--- src/rtl/dmem_ctrl.sv ---
// dmem_ctrl: RV32I load/store unit in front of a synchronous block-RAM data
// memory. It steers byte/half/word lanes for stores, formats load data with
// sign/zero extension, and stalls the core while the BRAM read latency elapses.
// Misaligned or unsupported accesses are flagged and never reach the memory.
//
// Handshake: a request (req_read/req_write) is taken only in IDLE. A store
// completes in its issue cycle with stall low. A load raises stall from its
// issue cycle through every WAIT cycle; the formatted result is on rdata in
// the single DONE cycle that follows, with stall low. Requests still asserted
// in WAIT or DONE are ignored; the core drops them once it commits the load.
module dmem_ctrl #(
    parameter int ADDR_W       = 10,
    parameter int READ_LATENCY = 1
) (
    input  logic              clk,
    input  logic              reset,
    input  logic              req_read,
    input  logic              req_write,
    input  logic [2:0]        funct3,
    input  logic [31:0]       addr,
    input  logic [31:0]       wdata,
    output logic [31:0]       rdata,
    output logic              stall,
    output logic              misaligned,
    output logic              mem_en,
    output logic [3:0]        mem_we,
    output logic [ADDR_W-1:0] mem_addr,
    output logic [31:0]       mem_wdata,
    input  logic [31:0]       mem_rdata,
    output logic [1:0]        state_dbg
);

    typedef enum logic [1:0] {
        IDLE = 2'd0,
        WAIT = 2'd1,
        DONE = 2'd2
    } state_t;

    localparam logic [2:0] LAT = 3'(READ_LATENCY);

    state_t             state;
    logic [2:0]         lat_cnt;
    logic [2:0]         ld_f3;
    logic [1:0]         ld_lane;
    logic [ADDR_W-1:0]  ld_waddr;

    logic               size_ok;
    logic               is_idle;
    logic               issue_store;
    logic               issue_load;
    logic [31:0]        ld_shift;
    logic [31:0]        ld_fmt;
    logic               unused_addr_hi;

    // Byte-address bits above the data memory are not decoded.
    assign unused_addr_hi = ^addr[31:ADDR_W+2];

    // Alignment per access size; reserved size encodings count as misaligned.
    always_comb begin
        size_ok = 1'b0;
        case (funct3)
            3'b000, 3'b100: size_ok = 1'b1;
            3'b001, 3'b101: size_ok = ~addr[0];
            3'b010:         size_ok = (addr[1:0] == 2'b00);
            default:        size_ok = 1'b0;
        endcase
    end

    // A store beats a simultaneous load; nothing is issued outside IDLE.
    assign is_idle     = (state == IDLE);
    assign issue_store = is_idle & req_write & size_ok;
    assign issue_load  = is_idle & req_read & ~req_write & size_ok;
    assign misaligned  = is_idle & (req_read | req_write) & ~size_ok;
    assign stall       = issue_load | (state == WAIT);
    assign mem_en      = issue_store | issue_load;
    assign mem_addr    = is_idle ? addr[ADDR_W+1:2] : ld_waddr;
    assign state_dbg   = state;

    // Store lane enables and lane-replicated store data.
    always_comb begin
        mem_we    = 4'b0000;
        mem_wdata = wdata;
        case (funct3[1:0])
            2'b00:   mem_wdata = {4{wdata[7:0]}};
            2'b01:   mem_wdata = {2{wdata[15:0]}};
            default: mem_wdata = wdata;
        endcase
        if (issue_store) begin
            case (funct3[1:0])
                2'b00:   mem_we = 4'b0001 << addr[1:0];
                2'b01:   mem_we = addr[1] ? 4'b1100 : 4'b0011;
                default: mem_we = 4'b1111;
            endcase
        end
    end

    // Align the returned word to the latched lane and extend per latched size.
    always_comb begin
        ld_shift = mem_rdata >> {ld_lane, 3'b000};
        case (ld_f3)
            3'b000:  ld_fmt = {{24{ld_shift[7]}}, ld_shift[7:0]};
            3'b001:  ld_fmt = {{16{ld_shift[15]}}, ld_shift[15:0]};
            3'b100:  ld_fmt = {24'd0, ld_shift[7:0]};
            3'b101:  ld_fmt = {16'd0, ld_shift[15:0]};
            default: ld_fmt = ld_shift;
        endcase
    end

    // Load sequencing: issue in IDLE, count latency in WAIT, present in DONE.
    always_ff @(posedge clk) begin
        if (reset) begin
            state    <= IDLE;
            lat_cnt  <= 3'd0;
            rdata    <= 32'd0;
            ld_f3    <= 3'd0;
            ld_lane  <= 2'd0;
            ld_waddr <= '0;
        end else begin
            case (state)
                IDLE: begin
                    if (issue_load) begin
                        ld_f3    <= funct3;
                        ld_lane  <= addr[1:0];
                        ld_waddr <= addr[ADDR_W+1:2];
                        lat_cnt  <= 3'd1;
                        state    <= WAIT;
                    end
                end
                WAIT: begin
                    if (lat_cnt == LAT) begin
                        rdata <= ld_fmt;
                        state <= DONE;
                    end else begin
                        lat_cnt <= lat_cnt + 3'd1;
                    end
                end
                DONE: begin
                    lat_cnt <= 3'd0;
                    state   <= IDLE;
                end
                default: state <= IDLE;
            endcase
        end
    end

endmodule
--- config.mk ---
export PLATFORM = sky130hd
export DESIGN_NAME = dmem_ctrl
export DESIGN_NICKNAME = d
export VERILOG_FILES = /design/src/rtl/dmem_ctrl.sv
export SDC_FILE = /design/constraint.sdc
export NUM_CORES = 1
export LEC_CHECK = 0
export ABC_CLOCK_PERIOD_IN_PS = 3900
export CORE_MARGIN = 2
export CORE_UTILIZATION = 43
export CTS_BUF_LIST = sky130_fd_sc_hd__clkbuf_8
export DETAILED_ROUTE_END_ITERATION = 10
export PLACE_DENSITY = 0.87
export SYNTH_ARGS = -nofsm -noshare
export SYNTH_HDL_FRONTEND = slang
export SYNTH_SLANG_ARGS = --single-unit
--- constraint.sdc ---
create_clock -name clk -period 3.9 [get_ports clk]
set_input_delay 0.585 -clock clk [delete_from_list [all_inputs] [get_ports clk]]
set_output_delay 0.585 -clock clk [all_outputs]
set_load 0.02 [all_outputs]
==> metrics.md, run 1 <==
| Metric | Value |
|---|---|
| Status | completed |
| HPWL after detailed placement | between 7000 and 8000 um |
| Slowest-stage cell, CP | clkdlybuf4s50_1 |
| Crit-path cells | clkdlybuf4s50_1 -> o21ai_1 -> nand4_1 -> a21oi_1 -> clkdlybuf4s50_1 |
| Post-route setup TNS | 0 ns |
| DRC Markers | 0 |
| Die width | roughly 90 um |
| Clock sinks | 52 |
| Clock transition at the registers of the reported paths | 0.09 ns |
| Wire per inst | 16.9 um |
| DRT Pass-1 Iters | 4 |
| Total Wirelength | 10400 um |
| Die area | around 8200 um2 |
| Peak supply drop | approximately 0.00018 V |
| Critical Path Sink | mem_we[0] |
| Synth Cell Area | 3240 um2 |
| CP Class | input pin to primary output |
| Yosys reg bits | 52 |
| Die boundary height | a little over 90 um |
| Layout fillers | 605 |
| Post-layout nets | 624 |
| Total GRT Usage | 0.245 |
| Average via count per standard cell | approximately 5.5 |
| CP endpoint kind | primary output |
| Via Count | ~3.4k |
| PostCTS Resize Cnt | 0 |
| Share of cells above drive strength 1 | 0.120 |
| Overflow after GRT | 0 |
| Detail Route Antenna Nets | 0 |
| Io pins | around 190 |
| Final setup viols | 0 |
| Starting DRT DRC Count | ~140 |
| Reg2Reg Capture Point | lat_cnt[1] |
| Syn nets | about 480 |
| Hold crit path type | flip-flop to flip-flop |
| Startpoint Class | input pin |
| Crit-path most repeated cell | clkdlybuf4s50_1 |
| Vias in the first global route | roughly 3.4k |
| Worst-path fanout max | 6 |
| R2R Setup Slk | about 1.5 ns |
| Worst EP required | about 3.3 ns |
| R2r startpoint | state_dbg[1] |
| Power per cell area | approximately 370 nW/um2 |
| Yosys cell types | between 40 and 50 |
| Port Buf Inserts | ~170 |
| Syn. warnings | 0 |
| Total core area | 7250 um2 |
| Fin crit share | 0.832 |
| Worst-Margin Slew | between 1 and 1.5 ns |
| Sequential area share after synthesis | 0.322 |
| Max_cap viols | 0 |
| Clock Tree Buf Depth | 2 |
| Leakage power | a little under 2 nW |
| Critical Path Source | funct3[1] |
| RSZ-0062 raised after global routing | no |
| Gate Count Post-Synth | between 300 and 400 |
| Design area | approximately 5000 um2 |
| Fmax achieved | between 0.3 and 0.4 GHz |
| Slew HR | 0.244 |
| Hold_buf cts | 0 |
| Placed Area | between 4000 and 5000 um2 |
| H-tree depth reported by CTS | 2 |
| Diodes inserted | 0 |
| Fin. max-slew vios | 0 |
| Total CTS buffers | 5 |
| Cells on worst reg2reg path | 6 |
| Max incr delay on CP | 0.63 ns |
| Clock tree from TritonCTS | yes |
| Mean post-synth cell area | 8.65 um2 |
| Largest net degree at the start of global routing | 36 |
| Clk_lat worst skew | a little over 0.3 ns |
| Starting Density | 0.446 |
| Cell row count | 31 |
| Fin crit period | about 3.2 ns |
| Antenna violations before repair | 0 |
| Crit path DAT | 2.66 ns |
| Routability cong. | 0.892 |
| Final hold violation count | 0 |
| Fin util | 0.689 |
| Root Buffer | clkbuf_8 |
| Post-CTS setup buffers | 0 |
| Worst-case clock skew | ~0.013 ns |
| P&R area growth vs syn | 54.5% |
| First-pass GRT wire length | roughly 16000 um |
==> through the flow <==
step,worst slack [ns],hold WS [ns],power (W),instances
after floorplan,1.51,0.459,0.00108,374
after global placement,0.790,0.443,0.00143,607
after detailed placement,0.684,0.449,0.00144,607
after CTS,0.675,0.462,0.00187,614
after global routing,0.605,0.491,0.00195,614
final,0.653,0.458,0.00186,614
==> Yosys cell counts <==
library cell  instances  area share
dfxtp_1              52        0.32
a21oi_1              46       0.071
mux2i_1              38        0.12
o21ai_0              37       0.057
mux2_2               34        0.12
nor2_1               28       0.032
nand2_1              27       0.031
clkbuf_1             19       0.022
a21oi_2              10       0.027
buf_4                 9       0.021
inv_1                 9       0.010
o211ai_1              7       0.016
o2bb2ai_1             7       0.019
ha_1                  6       0.023
buf_1                 4      0.0046
buf_2                 4      0.0062
nor2b_1               4      0.0077
nand2b_1              3      0.0058
a211oi_1              2      0.0046
a21o_1                2      0.0046
mux4_1                2       0.016
nand3b_1              2      0.0046
nand4_1               2      0.0039
nor3_1                2      0.0031
a311o_2               1      0.0035
a31o_2                1      0.0027
a31oi_1               1      0.0019
a41o_1                1      0.0031
and3b_1               1      0.0027
buf_6                 1      0.0035
nand3_1               1      0.0015
nand4_2               1      0.0039
nand4b_1              1      0.0027
nor3b_1               1      0.0023
nor4_1                1      0.0019
o21ai_1               1      0.0015
o21bai_1              1      0.0023
o31a_1                1      0.0027
o31ai_4               1      0.0066
o41ai_1               1      0.0027
or2_2                 1      0.0019
or3b_1                1      0.0027
==> cell families (layout without fill, tap and decap cells) <==
family,count (synthesis),in the layout,share of synthesized area
AO/OA/AOI/OAI,120,120,0.227
AND/OR/NAND/NOR,76,76,0.109
buffers and inverters,46,187,0.0676
adder cells (fa/ha/maj),6,6,0.0232
flip-flops,52,52,0.322
multiplexers,74,74,0.252
==> layout make-up <==
class / instances / area, um2 / area share
multi-input cells: 276 / 1980 / 0.395
repair buffers: 171 / 1700 / 0.339
flip-flops and latches: 52 / 1040 / 0.208
well taps: 99 / 124 / 0.0248
clock buffers: 5 / 68.8 / 0.0138
clock inverters: 2 / 60.1 / 0.0120
inverters: 9 / 33.8 / 0.00676
==> metal layers <==
metal	part of all wire	up-vias	global-route usage	wire length, um
met2	0.49	173	0.442	5140
met4	0.018	0	0.0718	184
met5	0	-	0	0
met3	0.10	14	0.0793	1040
met1	0.39	1588	0.274	4040
li1	-	1623	-	-
==> registers in the layout, summed over array words and instances (netlist names) <==
| register | cells |
|---|---|
| ld_waddr | 10 |
| lat_cnt | 3 |
| rdata | 32 |
| ld_lane | 2 |
| state_dbg | 2 |
| ld_f3 | 3 |
==> worst min-delay path by stage <==
stage | slack, ns | cells past startpoint | endpoint | start
floorplan | 0.46 | 2 | ld_waddr[0] | ld_waddr[0]
CTS | 0.46 | 2 | rdata[5] | rdata[5]
global route | 0.49 | 2 | rdata[7] | rdata[7]
finish | 0.46 | 2 | rdata[5] | rdata[5]
global placement | 0.44 | 2 | rdata[5] | rdata[5]
detailed placement | 0.45 | 2 | rdata[5] | rdata[5]
==> power breakdown <==
part | internal [W] | total, W | switching [W] | leakage [nW]
combinational | 0.000398 | 0.000816 | 0.000418 | 1.48
sequential | 0.000583 | 0.000619 | 0.0000353 | 0.421
clock | 0.000252 | 0.000423 | 0.000170 | 0.0642
==> cells in the final DEF, fill, tap and decap left out, types with 9 or more instances in the layout <==
cell type | synthesis | final
a21oi_2 | 10 | 10
dfxtp_1 | 52 | 52
o21ai_0 | 37 | 37
nor2_1 | 28 | 28
a21oi_1 | 46 | 46
clkdlybuf4s50_1 | 0 | 165
nand2_1 | 27 | 27
mux2_2 | 34 | 34
mux2i_1 | 38 | 38
inv_1 | 9 | 9
==> worst max-delay path: cells and delay by family <==
| kind | cells | cell delay (ns) |
|---|---|---|
| simple gates | 1 | 0.26 |
| compound gates | 2 | 0.67 |
| buf+inv | 2 | 1.15 |
No activity file was read; power rests on OpenSTA's default activity.
==> inputs of run 2 (changes only) <==
==> config.mk (replaced) <==
export PLATFORM = sky130hd
export DESIGN_NAME = dmem_ctrl
export DESIGN_NICKNAME = d
export VERILOG_FILES = /design/src/rtl/dmem_ctrl.sv
export SDC_FILE = /design/constraint.sdc
export NUM_CORES = 1
export LEC_CHECK = 0
export ABC_CLOCK_PERIOD_IN_PS = 3400
export CORE_MARGIN = 2
export CORE_UTILIZATION = 40
export CTS_BUF_LIST = sky130_fd_sc_hd__clkbuf_8
export DETAILED_ROUTE_END_ITERATION = 10
export PLACE_DENSITY = 0.82
export SYNTH_ARGS = -nofsm -noshare
export SYNTH_HDL_FRONTEND = slang
export SYNTH_SLANG_ARGS = --single-unit
==> constraint.sdc (replaced) <==
create_clock -name clk -period 3.4 [get_ports clk]
set_input_delay 0.51 -clock clk [delete_from_list [all_inputs] [get_ports clk]]
set_output_delay 0.51 -clock clk [all_outputs]
set_load 0.02 [all_outputs]
==> run 2 against run 1 <==
  * Cell area decreased by 0.10%
  * Hold slack improved by 0.0041 ns
  * Critical endpoint unchanged
  * First-iteration DRC count increased by 5.9%
  * Power increased by 9.2%
  * Largest power group unchanged
  * Combinational power increased by 16%
==> metrics.md, run 2 (synthesized netlist as in run 1, its figures left out) <==
| Metric | Value |
|---|---|
| Share of total power in sequential cells | 0.350 (was 0.333) |
| Cell family with most CP delay | buffers and inverters (unchanged) |
| Crit-path most repeated cell | clkdlybuf4s50_1 (unchanged) |
| R2r startpoint | ld_lane[1] (was state_dbg[1]) |
| Total GRT Usage | 0.230 (was 0.245) |
| Average via count per standard cell | 5.40 (was 5.53) |
| Final setup viols | 0 (unchanged) |
| Largest net degree at the start of global routing | 33 (was 36) |
| Die boundary height | 94.0 um (was 90.8 um) |
| P_int | 0.00128 W (was 0.00123 W) |
| Detail Route Antenna Nets | 0 (unchanged) |
| Die area | 8830 um2 (was 8240 um2) |
| Area of the multi-input gates | 1980 um2 (unchanged) |
| Diodes inserted | 0 (unchanged) |
| Placed Area | 4910 um2 (was 4870 um2) |
| Power per cell area | 406 nW/um2 (was 371 nW/um2) |
| Root Buffer | clkbuf_8 (unchanged) |
| Crit-path cells | clkdlybuf4s50_1 -> o31ai_4 -> nand4_1 -> a21oi_1 -> clkdlybuf4s50_1 (was clkdlybuf4s50_1 -> o21ai_1 -> nand4_1 -> a21oi_1 -> clkdlybuf4s50_1) |
| Net Sw Frac | 0.368 (was 0.336) |
| RSZ-0062 raised after global routing | no (unchanged) |
| Hold_buf cts | 0 (unchanged) |
| Vias in the first global route | 3329 (was 3427) |
| DRT Pass-1 Iters | 5 (was 4) |
| Post-CTS setup buffers | 0 (unchanged) |
| Max_cap viols | 0 (unchanged) |
| Total core area | 7770 um2 (was 7250 um2) |
| Clock tree from TritonCTS | yes (unchanged) |
| Starting DRT DRC Count | 143 (was 135) |
| Combinational share of power | 0.468 (was 0.439) |
| Status | completed (unchanged) |
| H-tree depth reported by CTS | 2 (unchanged) |
| Total Wirelength | 10400 um (about the same) |
| Post-route setup TNS | 0 ns (unchanged) |
| HPWL after detailed placement | 7780 um (was 7970 um) |
| CP Class | input pin to primary output (unchanged) |
| Max incr delay on CP | 0.64 ns (was 0.63 ns) |
| Commonest non-fill, non-tap cells in the layout | clkdlybuf4s50_1, dfxtp_1, a21oi_1 (unchanged) |
| Slowest-stage cell, CP | clkdlybuf4s50_1 (unchanged) |
| Critical Path Source | addr[1] (was funct3[1]) |
| Hold crit path type | flip-flop to flip-flop (unchanged) |
| Most common cell after layout, fill and taps aside | clkdlybuf4s50_1 (unchanged) |
| Fin. max-slew vios | 0 (unchanged) |
| Port Buf Inserts | 165 (unchanged) |
| Overflow after GRT | 0 (unchanged) |
| Startpoint Class | input pin (unchanged) |
| Io pins | 186 (unchanged) |
| Die width | 94.0 um (was 90.8 um) |
| Worst path depth | 5 (unchanged) |
| Crit path DAT | 2.55 ns (was 2.66 ns) |
| Flip-flop count of the largest register after layout | 32 (unchanged) |
| Slew HR | 0.486 (was 0.244) |
| Fin crit share | 0.899 |
| Share of cells above drive strength 1 | 0.129 (was 0.120) |
| Routability cong. | 0.810 (was 0.892) |
| Clock power share | 0.182 (was 0.228) |
| P&R area growth vs syn | 54.3% (was 54.5%) |
| Post-layout nets | 628 (was 624) |
| PostCTS Resize Cnt | 0 (unchanged) |
| Clk_lat worst skew | 0.31 ns (about the same) |
| Worst-path fanout max | 6 (unchanged) |
| CP bufs+invs | 2 (unchanged) |
| Sequential cell area | 1040 um2 (unchanged) |
| Top reg by flops | rdata (unchanged) |
| Critical Path Sink | mem_we[0] (unchanged) |
| Final hold violation count | 0 (unchanged) |
| Layout fillers | 641 (was 605) |
| Fmax achieved | 0.327 GHz |
| R2R Setup Slk | 1.14 ns (was 1.54 ns) |
| Worst EP required | 2.89 ns (was 3.31 ns) |
| Cell row count | 32 (was 31) |
| Clock transition at the registers of the reported paths | 0.10 ns (was 0.09 ns) |
| Total CTS buffers | 5 (unchanged) |
| Cells on worst reg2reg path | 4 (was 6) |
| Starting Density | 0.417 (was 0.446) |
| Worst-Margin Slew | 0.771 ns (was 1.13 ns) |
| Clock sinks | 52 (unchanged) |
| First-pass GRT wire length | 16400 um (about the same) |
| P_sw | 0.000746 W (was 0.000624 W) |
| DRC Markers | 0 (unchanged) |
| Worst-case clock skew | 0.0123 ns (was 0.0130 ns) |
| Leakage power | 1.96 nW (about the same) |
| Via Count | 3357 (was 3398) |
| Antenna violations before repair | 0 (unchanged) |
| Top Registers | rdata (32), ld_waddr (10) (unchanged) |
| Design area | 5000 um2 (about the same) |
| Fin crit period | approximately 3.1 ns |
| Peak supply drop | 0.000324 V (was 0.000181 V) |
| Reg2Reg Capture Point | rdata[19] (was lat_cnt[1]) |
| Clock Tree Buf Depth | 2 (unchanged) |
| CP endpoint kind | primary output (unchanged) |
| Wire per inst | 16.7 um (was 16.9 um) |
| Hold WS | 0.462 ns (was 0.458 ns) |
run 2: cell count changes in the layout (fill, tap and decap cells not counted), sizes merged:
cell      previous run  this run
bufinv               2         0
clkinvlp             0         1
clkinv               0         1
inv                  9        10
buf                  6        10
run 2: through the flow:
step	util	setup WS [ns]	total power [W]	instances
global route	0.643	0.241	0.00213	622
finish	0.643	0.344	0.00203	622
detailed placement	0.632	0.327	0.00167	614
floorplan	-	1.16	0.00124	374
global placement	0.632	0.359	0.00165	614
CTS	0.643	0.327	0.00203	622
run 2: how the worst min path moves through the flow:
stage	start	endpoint	slack (ns)	depth (start not counted)
after floorplan	ld_waddr[0]	ld_waddr[0]	0.46	2
after global placement	rdata[6]	rdata[6]	0.44	2
after detailed placement	rdata[2]	rdata[2]	0.45	2
after CTS	rdata[5]	rdata[5]	0.46	2
after global routing	rdata[0]	rdata[0]	0.48	2
final	rdata[2]	rdata[2]	0.46	2
run 2: area by class of cell:
class                           instances  area share
Sequential cell                        52       0.208
Tap cell                              102      0.0255
Clock buffer                            5      0.0138
Clock inverter                          3     0.00426
Multi-Input combinational cell        276       0.396
Inverter                                9     0.00676
Timing Repair Buffer                  175       0.346
run 2: per-layer routing:
metal,vias up,global-route usage,part of all wire
met1,1538,0.279,0.40
met4,0,0.0374,0.011
met2,178,0.416,0.49
li1,1629,-,-
met5,-,0,0
met3,12,0.0578,0.10
run 2: tightest hold or removal path, stage by stage (launching register included):
cell     delay (ns)
dfxtp_1        0.32
nand2_1        0.05
a21oi_1        0.05
run 2: power groups by stage:
stage                     registers [W]  logic, W  clock network (W)
after global placement         0.000720  0.000929                  0
final                          0.000709  0.000949           0.000370
after detailed placement       0.000723  0.000943                  0
after CTS                      0.000709  0.000951           0.000374
after global routing           0.000717   0.00102           0.000401
after floorplan                0.000771  0.000465                  0
==> inputs of run 3 (changes only) <==
--- a/config.mk
+++ b/config.mk
@@ -14,3 +14,4 @@
 export SYNTH_ARGS = -nofsm -noshare
 export SYNTH_HDL_FRONTEND = slang
 export SYNTH_SLANG_ARGS = --single-unit
+export TNS_END_PERCENT = 1
==> results of run 3 <==
Same layout as run 2: the final DEF is identical, and so are final timing and power.
